## config.mk

```make
export PLATFORM = sky130hd
export DESIGN_NAME = neuron_seq_mac
export DESIGN_NICKNAME = d
export VERILOG_FILES = /design/src/rtl/neuron_seq_mac.sv
export SDC_FILE = /design/constraint.sdc
export NUM_CORES = 2
export LEC_CHECK = 0
export CAP_MARGIN = 20
export CORE_UTILIZATION = 55
export DETAILED_ROUTE_END_ITERATION = 6
export HOLD_SLACK_MARGIN = 0.06
export PLACE_DENSITY = 0.74
export SYNTH_ARGS = -nofsm -noshare
export SYNTH_HDL_FRONTEND = slang
export SYNTH_SLANG_ARGS = --single-unit
```

## constraint.sdc

```tcl
create_clock -name clk -period 17.19 [get_ports clk]
set_input_delay 2.5785 -clock clk [delete_from_list [all_inputs] [get_ports clk]]
set_output_delay 2.5785 -clock clk [all_outputs]
set_load 0.005 [all_outputs]
```

## src/rtl/neuron_seq_mac.sv

```systemverilog
// Time-multiplexed neuron: one sign-magnitude MAC per accepted sample, a runtime-writable
// weight/bias register file, and a saturated magnitude+sign result over valid/ready.
module neuron_seq_mac #(
   parameter int               N_IN     = 60,
   parameter int               W        = 16,
   parameter int               FRAC     = 12,
   parameter int               ACC_W    = 22,
   parameter logic [ACC_W-1:0] BIAS_MAG = 22'd39236,
   parameter logic             BIAS_NEG = 1'b0
) (
   input  logic                       clk,
   input  logic                       rst_n,
   input  logic                       in_valid,
   output logic                       in_ready,
   input  logic [W-1:0]               in_data,
   input  logic                       w_we,
   input  logic [$clog2(N_IN+1)-1:0]  w_addr,
   input  logic [ACC_W:0]             w_data,
   output logic                       w_err,
   output logic                       out_valid,
   input  logic                       out_ready,
   output logic [ACC_W-1:0]           out_sum,
   output logic                       out_sign,
   output logic                       out_sat
);

   // Handshakes: a sample moves on an edge where in_valid && in_ready; a result moves on an
   // edge where out_valid && out_ready. in_ready is high only in ACC, out_valid only in OUT.

   localparam int AW       = $clog2(N_IN + 1);
   localparam int CW       = $clog2(N_IN);
   localparam int PW       = 2 * W - 1 - FRAC;
   localparam int ACC_MIN  = ACC_W + CW + 2;
   localparam int PROD_MIN = PW + CW + 2;
   // The accumulator also covers N_IN full-scale products, so saturation always sees the true sum.
   localparam int AAW      = (ACC_MIN > PROD_MIN) ? ACC_MIN : PROD_MIN;
   localparam int SW       = AAW + 1;

   typedef enum logic [1:0] {ST_ACC, ST_FIN, ST_OUT} state_t;

   state_t                  state_q, state_d;
   logic [CW-1:0]           count_q, count_d;
   logic signed [AAW-1:0]   acc_q, acc_d;
   logic [W-1:0]            w_q [N_IN];
   logic [W-1:0]            w_d [N_IN];
   logic [ACC_W-1:0]        bias_mag_q, bias_mag_d;
   logic                    bias_neg_q, bias_neg_d;
   logic [ACC_W-1:0]        out_sum_q, out_sum_d;
   logic                    out_sign_q, out_sign_d;
   logic                    out_sat_q, out_sat_d;
   logic                    w_err_q, w_err_d;

   logic [W-1:0]            w_cur;
   logic [2*W-2:0]          prod;
   logic signed [AAW-1:0]   p_ext;
   logic signed [SW-1:0]    acc_ext;
   logic signed [SW-1:0]    bias_ext;
   logic signed [SW-1:0]    sum_s;
   logic [SW-1:0]           sum_abs;
   logic                    clip;
   logic                    wr_ok;

   assign w_cur    = w_q[count_q];
   assign prod     = (2*W-1)'(w_cur[W-2:0]) * (2*W-1)'(in_data);
   assign p_ext    = $signed(AAW'(prod >> FRAC));
   assign acc_ext  = $signed({acc_q[AAW-1], acc_q});
   assign bias_ext = $signed(SW'(bias_mag_q));
   assign sum_s    = bias_neg_q ? (acc_ext - bias_ext) : (acc_ext + bias_ext);
   assign sum_abs  = sum_s[SW-1] ? $unsigned(-sum_s) : $unsigned(sum_s);
   assign clip     = |sum_abs[SW-1:ACC_W];
   // The register file only changes between vectors, so a vector never mixes old and new weights.
   assign wr_ok    = w_we && (state_q == ST_ACC) && (count_q == '0) && (w_addr <= AW'(N_IN));

   always_comb begin
      state_d    = state_q;
      count_d    = count_q;
      acc_d      = acc_q;
      w_d        = w_q;
      bias_mag_d = bias_mag_q;
      bias_neg_d = bias_neg_q;
      out_sum_d  = out_sum_q;
      out_sign_d = out_sign_q;
      out_sat_d  = out_sat_q;
      w_err_d    = w_we && !wr_ok;

      for (int i = 0; i < N_IN; i++) begin
         if (wr_ok && (w_addr == AW'(i))) w_d[i] = w_data[W-1:0];
      end
      if (wr_ok && (w_addr == AW'(N_IN))) begin
         bias_neg_d = w_data[ACC_W];
         bias_mag_d = w_data[ACC_W-1:0];
      end

      case (state_q)
         ST_ACC: begin
            if (in_valid) begin
               acc_d = w_cur[W-1] ? (acc_q - p_ext) : (acc_q + p_ext);
               if (count_q == CW'(N_IN - 1)) begin
                  count_d = '0;
                  state_d = ST_FIN;
               end else begin
                  count_d = count_q + 1'b1;
               end
            end
         end
         ST_FIN: begin
            out_sign_d = sum_s[SW-1];
            out_sum_d  = clip ? '1 : sum_abs[ACC_W-1:0];
            out_sat_d  = clip;
            state_d    = ST_OUT;
         end
         ST_OUT: begin
            if (out_ready) begin
               state_d = ST_ACC;
               acc_d   = '0;
               count_d = '0;
            end
         end
         default: state_d = ST_ACC;
      endcase
   end

   always_ff @(posedge clk or negedge rst_n) begin
      if (!rst_n) begin
         state_q    <= ST_ACC;
         count_q    <= '0;
         acc_q      <= '0;
         w_q        <= '{default: '0};
         bias_mag_q <= BIAS_MAG;
         bias_neg_q <= BIAS_NEG;
         out_sum_q  <= '0;
         out_sign_q <= 1'b0;
         out_sat_q  <= 1'b0;
         w_err_q    <= 1'b0;
      end else begin
         state_q    <= state_d;
         count_q    <= count_d;
         acc_q      <= acc_d;
         w_q        <= w_d;
         bias_mag_q <= bias_mag_d;
         bias_neg_q <= bias_neg_d;
         out_sum_q  <= out_sum_d;
         out_sign_q <= out_sign_d;
         out_sat_q  <= out_sat_d;
         w_err_q    <= w_err_d;
      end
   end

   assign in_ready  = (state_q == ST_ACC);
   assign out_valid = (state_q == ST_OUT);
   assign out_sum   = out_sum_q;
   assign out_sign  = out_sign_q;
   assign out_sat   = out_sat_q;
   assign w_err     = w_err_q;

endmodule

```

### Yosys cells after proc, flatten, opt, wreduce, memory -nomap -nowiden

Cells that the tools add are included.

| operators by class | value |
|---|---|
| add/sub/neg operators | 6 |
| multiply operators | 1 |
| order comparisons | 2 |
| equal/unequal tests | 66 |
| multiplexer cells | 18 |
| bitwise operators | 1 |
| reductions and logical operators | 73 |

Operator list:

| operator | number |
|---|---|
| $eq 6x6->1 const B | 30 |
| $bmux 16 s6 | 1 |
| $eq 6x5->1 const B | 16 |
| $mux 30 | 3 |
| $logic_and 1x1->1 | 65 |
| $mux 31 | 2 |
| $pmux 30 s2 | 1 |
| $eq 6x4->1 const B | 8 |
| $mux 16 | 2 |
| $add 30x23->31 | 1 |
| $mul 15x16->31 | 1 |
| $neg 31->31 | 1 |
| $sub 30x23->31 | 1 |
| $add 30x20->30 | 1 |
| $sub 30x20->30 | 1 |
| $eq 6x3->1 const B | 4 |
| $mux 22 | 1 |
| $mux 6 | 3 |
| $eq 6x2->1 const B | 2 |
| $logic_not 6->1 | 2 |
| $pmux 6 s2 | 1 |
| $reduce_or 9->1 | 1 |
| $ge 7x7->1 const B | 1 |
| $not 6->7 | 1 |
| 13 further kinds | 17 |

| storage, ports and cells | value |
|---|---|
| bits in registers | 1,046 |
| input bits | 50 |
| output and inout bits | 27 |
| word-level logic and storage cells | 236 |

### Depth between registers and ports, before layout

| logic depth | value |
|---|---|
| word-level depth | 9 |
| depth in mapped cells | 53 |
| depth with buffers taken out | 45 |

### Least setup slack after synthesis

No wires, ideal clock.

| timing | value |
|---|---|
| path type | register -> register |
| from | reg count_q[0] |
| to | reg acc_q[29] |
| setup time | 0.127 ns |
| data arrival time | 11.969 ns |
| data required time | 17.063 ns |
| path slack | 5.094 ns |
| cell stages (with the launch flop) | 51 |
| buffers on the path | 8 |
| period minus slack after synthesis | 12.096 ns |
| path through | dfrtp_1 -> buf_6 -> buf_12 -> buf_8 -> buf_6 -> clkbuf_1 -> buf_1 -> buf_1 -> mux4_2 -> mux2i_1 -> o21ai_0 -> mux4_2 -> clkbuf_1 -> and2_1 -> fa_1 -> inv_1 -> fa_1 -> inv_1 -> [15 not listed] -> o311ai_1 -> or3b_1 -> or3b_1 -> nand2_1 -> xnor2_1 -> ha_1 -> o21a_1 -> o21a_1 -> o211ai_1 -> o21bai_1 -> a31oi_1 -> a41oi_1 -> a21oi_1 -> a21oi_1 -> a21oi_1 -> xnor2_1 -> a21oi_1 -> o22ai_1 |

| between the ends | value |
|---|---|
| word-level cells in the longest chain between the ends | 9 |
| elaborated cells on any way between the ends | 10 |
| those cells by class | add/sub (2); mul (1); mux (6); bitwise (1) |

RTL lines:

| what | line | RTL |
|---|---|---|
| start: declaration | 42 | `logic [CW-1:0] count_q, count_d;` |
| start signal: assignment | 137 | `count_q <= count_d;` |
| $not 6->7 (implied by the code) * | 63 | `assign w_cur = w_q[count_q];` |
| $bmux 16 s6 * | 63 |  |
| $mux 16 (implied by the code) * (2 in a row) | 63 |  |
| $mul 15x16->31 | 64 | `assign prod = (2*W-1)'(w_cur[W-2:0]) * (2*W-1)'(in_data);` |
| $add 30x20->30 / $sub 30x20->30 (equally long branches) | 97 | `acc_d = w_cur[W-1] ? (acc_q - p_ext) : (acc_q + p_ext);` |
| $mux 30 * | 97 |  |
| $mux 30 * | 96 | `if (in_valid) begin` |
| $pmux 30 s2 * | 94 | `case (state_q)` |
| end signal: assignment | 127 | `acc_q <= '0;` |
| end signal: assignment | 138 | `acc_q <= acc_d;` |
| end: declaration | 43 | `logic signed [AAW-1:0] acc_q, acc_d;` |

Every way passes the cells marked *; elsewhere a longest branch is shown, timed or not. The select of a mux whose other input is x is not followed.
A chain may end at the register's enable or synchronous reset.

### Worst setup path after layout

| timing | value |
|---|---|
| from | reg count_q[0] |
| to | reg acc_q[28] |

The elaborated chain is that of the path after synthesis.

==> metrics.md <==
| Metric | Value |
|---|---|
| Ys flop type | `dfrtp_1` |
| Worst hold start | `acc_q[0]` |
| Final Routed Wirelength | `151.2 mm` |
| MaxCap Viol Count | `0` |
| Dominant cells by area after synthesis | `dfrtp_1, mux2_2, mux4_2` |
| RSZ-0062 raised after global routing | `false` |
| Initial core utilization | `0.5551` |
| Top sig layer | `met5` |
| Post-CTS Setup Bufs | `0` |
| R2r setup slk | `4.44 ns` |
| Slew headroom | `0.2253` |
| Post-synth top cells | `dfrtp_1, mux2_2, mux4_2` |
| Die Height | `330.7 um` |
| Share of cells above drive strength 1 | `0.3630` |
| DR WL/cell | `25.35 um` |
| Worst Hold Class | `flop to flop` |
| CTS tree | `done` |
| Worst reg-to-reg path cell count | `42` |
| Asr flop ratio synth | `1.000` |
| Total number of vias | `37,470` |
| GRT Residual Overflow | `0` |
| TNS Setup | `0 ns` |
| Crit path DAT | `13.32 ns` |
| Top cell type's share of synthesized area | `0.4379` |
| First-pass GRT wire length | `235.2 mm` |
| VDD IR max | `0.0002427 V` |
| Count leader, synth | `dfrtp_1` |
| Dpl hpwl | `96.21 mm` |
| Max FO, Critical Path | `38` |
| Top Ports | `77` |
| Pwr Total | `0.009961 W` |
| Routability congestion estimate from global placement | `0.8827` |
| Pin count of the biggest net entering global routing | `193` |
| Slowest stage delay, CP | `0.91 ns` |
| # setup viols final | `0` |
| Reg2Reg Launch Point | `count_q[0]` |
| Clock sinks | `1,046` |
| DIE WIDTH | `330.7 um` |
| Total track usage | `0.2835` |
| Final period util | `0.7416` |
| Cell Rows | `120` |
| CTS root buffer | `clkbuf_16` |
| Setup Skew | `0.05127 ns` |
| H-Tree Depth | `3` |
| Pleak | `31.45 nW` |
| Worst skew pair latency | `0.73 ns` |
| Clock Pin Slew Worst Setup and Hold Paths | `0.07 ns` |
| Number of remaining DRC errors | `0` |
| Comb pwr share | `0.453` |
| CP startpoint | `count_q[0]` |
| Yosys top cell by area | `dfrtp_1` |
| # nets final | `4,852` |
| Area Growth Syn to Fin | `10.32%` |
| Crit. End Element | `flop` |
| Synth cell types | `95` |
| Max stage delay cell, worst path | `dfrtp_4` |
| IO Port Bufs | `76` |
| Post-synth EDFFs | `0` |
| Hold Path Depth | `2` |
| Reg power frac | `0.294` |
| CTS resizes | `0` |
| Post-CTS Hold Fix Bufs | `0` |
| Met1 WL | `63.54 mm` |
| Max-slew violations | `0` |
| Metal2 WL | `73.27 mm` |
| Power Dens Cells | `151.9 nW/um2` |
| Power Internal | `0.006210 W` |
| Number of buffers created by CTS | `108` |
| Share of the yosys chip area belonging to registers | `0.4406` |
| Post-Layout Cell Count | `5,964` |
| Vias in the first global route | `38,730` |
| DRT antenna net count | `0` |
| Met3 wire length | `8.481 mm` |
| Syn Std Cell Area | `59,430 um2` |
| Die Area | `109,400 um2` |
| Worst slew pin tran | `1.162 ns` |
| Kind of critical path | `flop to flop` |
| NetSw | `0.003751 W` |
| Yosys reg bits | `1,046` |
| CORE AREA | `107,100 um2` |
| Filler cells | `7,984` |
| Hold Crit Endpoint | `acc_q[0]` |
| CP startpoint kind | `flop` |
| Max clock buf depth | `3` |
| Syn Area/Cell | `13.19 um2` |
| Synth Warn # | `0` |
| Sw frac | `0.3765` |
| FF-to-FF End | `acc_q[28]` |
| Post-Syn Nets | `4,894` |
| Hold Slack | `0.4800 ns` |
| Vias per inst | `6.283` |
| Max Freq | `78.45 MHz` |
| Final Critical Period | `12.75 ns` |
| Mapped Cells | `4,507` |
| Detailed Routing Iterations Pass 1 | `6` |
| Clock power frac | `0.253` |
| Worst Path Required | `17.77 ns` |
| Antenna violations before repair | `2` |
| Status | `finished, final reports clean` |
| Final hold vios | `0` |
| Cells after DPL | `5,753` |
| Iter 0 DRT Violations | `3,250` |
## layout make-up
cell class / count / area (um2) / area share
Clock inverter: 56 / 769.5 / 0.01174
Inverter: 231 / 867.1 / 0.01322
Tap cell: 1403 / 1755 / 0.02677
Antenna cell: 2 / 5.005 / 0.00007633
Clock buffer: 148 / 3124 / 0.04765
Sequential cell: 1046 / 26200 / 0.3996
Multi-Input combinational cell: 2899 / 31250 / 0.4767
Timing Repair Buffer: 179 / 1592 / 0.02427
## layer usage
metal  GRT usage  vias to the layer above
met4      0.1041                        2
li1            -                    16100
met5           0                        -
met3     0.04246                      270
met2      0.4602                     1142
met1      0.3896                    19950
## cell usage in the layout (no fill, tap or decap), types with 10 or more instances in the layout
cell type | netlist | final
clkdlybuf4s50_1 | 0 | 59
o21a_1 | 14 | 14
o21ai_0 | 85 | 85
dfrtp_1 | 1040 | 1036
bufinv_16 | 0 | 14
inv_1 | 231 | 231
nand2b_1 | 23 | 23
or2_2 | 10 | 10
a21o_1 | 46 | 46
nand2_1 | 223 | 223
a211o_1 | 10 | 10
buf_4 | 1 | 93
mux4_2 | 273 | 273
mux4_1 | 16 | 16
nor2_1 | 119 | 114
fa_1 | 181 | 181
clkbuf_16 | 0 | 109
mux2i_1 | 33 | 33
nand4_1 | 10 | 10
a211oi_1 | 11 | 11
nand3_1 | 38 | 38
o31ai_1 | 13 | 13
xnor2_1 | 76 | 76
clkbuf_1 | 263 | 14
o21bai_1 | 12 | 12
clkbuf_8 | 0 | 25
clkinv_2 | 0 | 27
a31oi_1 | 14 | 14
ha_1 | 156 | 156
a21oi_1 | 98 | 98
a41o_1 | 10 | 10
mux2_2 | 981 | 981
nor3_2 | 2 | 36
or3_1 | 18 | 18
and3_1 | 16 | 16
xor2_1 | 40 | 40
nor3_1 | 67 | 33
nor2b_1 | 22 | 20
and2_1 | 139 | 139
buf_2 | 7 | 16
## logic make-up (layout without fill, tap and decap cells)
group | after synthesis | after routing | synth area share
flip-flops | 1046 | 1046 | 0.4406
AND/OR/NAND/NOR | 734 | 734 | 0.06299
other | 0 | 2 | 0
buffers and inverters | 562 | 614 | 0.03668
multiplexers | 1304 | 1304 | 0.3022
AO/OA/AOI/OAI | 408 | 408 | 0.04663
XOR/XNOR | 116 | 116 | 0.01710
adder cells (fa/ha/maj) | 337 | 337 | 0.09382
## power by group through the flow
| stage | Combinational (W) | Clock, W | Sequential, W |
|---|---|---|---|
| final | 0.00452 | 0.00252 | 0.00293 |
| after global routing | 0.00499 | 0.00265 | 0.00295 |
| after CTS | 0.00452 | 0.00255 | 0.00293 |
| after detailed placement | 0.00448 | 0 | 0.00297 |
| after global placement | 0.00443 | 0 | 0.00296 |
| after floorplan | 0.00358 | 0 | 0.00283 |
## worst max-delay path by stage
| stage | end | cells after the start |
|---|---|---|
| final | acc_q[28] | 42 |
| after global routing | acc_q[29] | 44 |
| after CTS | acc_q[28] | 42 |
| after detailed placement | acc_q[28] | 42 |
| after global placement | acc_q[29] | 44 |
| after floorplan | acc_q[29] | 50 |
## worst max-delay path, delay by kind of cell, from the launching register on
kind,cells,cell delay (ns)
compound gates,13,2.96
simple gates,8,1.69
fa+ha+maj,8,3.57
xor+xnor,3,0.48
flops,1,0.91
buf+inv,7,1.00
mux,3,1.87
## sequential cells by signal (all words and copies together) (netlist names)
name / cells
acc_q: 30
bias_mag_q: 22
bias_neg_q: 1
count_q: 6
out_sat: 1
out_sign: 1
out_sum: 22
state_q: 2
w_err: 1
w_q: 960
## per-stage QoR
| stage | worst slack (ns) | utilization | area (um2) |
|---|---|---|---|
| 4_1_cts | 4.425 | 0.6116 | 65470 |
| 3_3_place_gp | 4.595 | 0.5750 | 61550 |
| 6_report | 4.442 | 0.6124 | 65560 |
| 5_1_grt | 3.595 | 0.6124 | 65560 |
| 2_1_floorplan | 5.094 | - | 59430 |
| 3_5_place_dp | 4.473 | 0.5752 | 61580 |
Note: power is estimated with default switching activity, not from simulation.
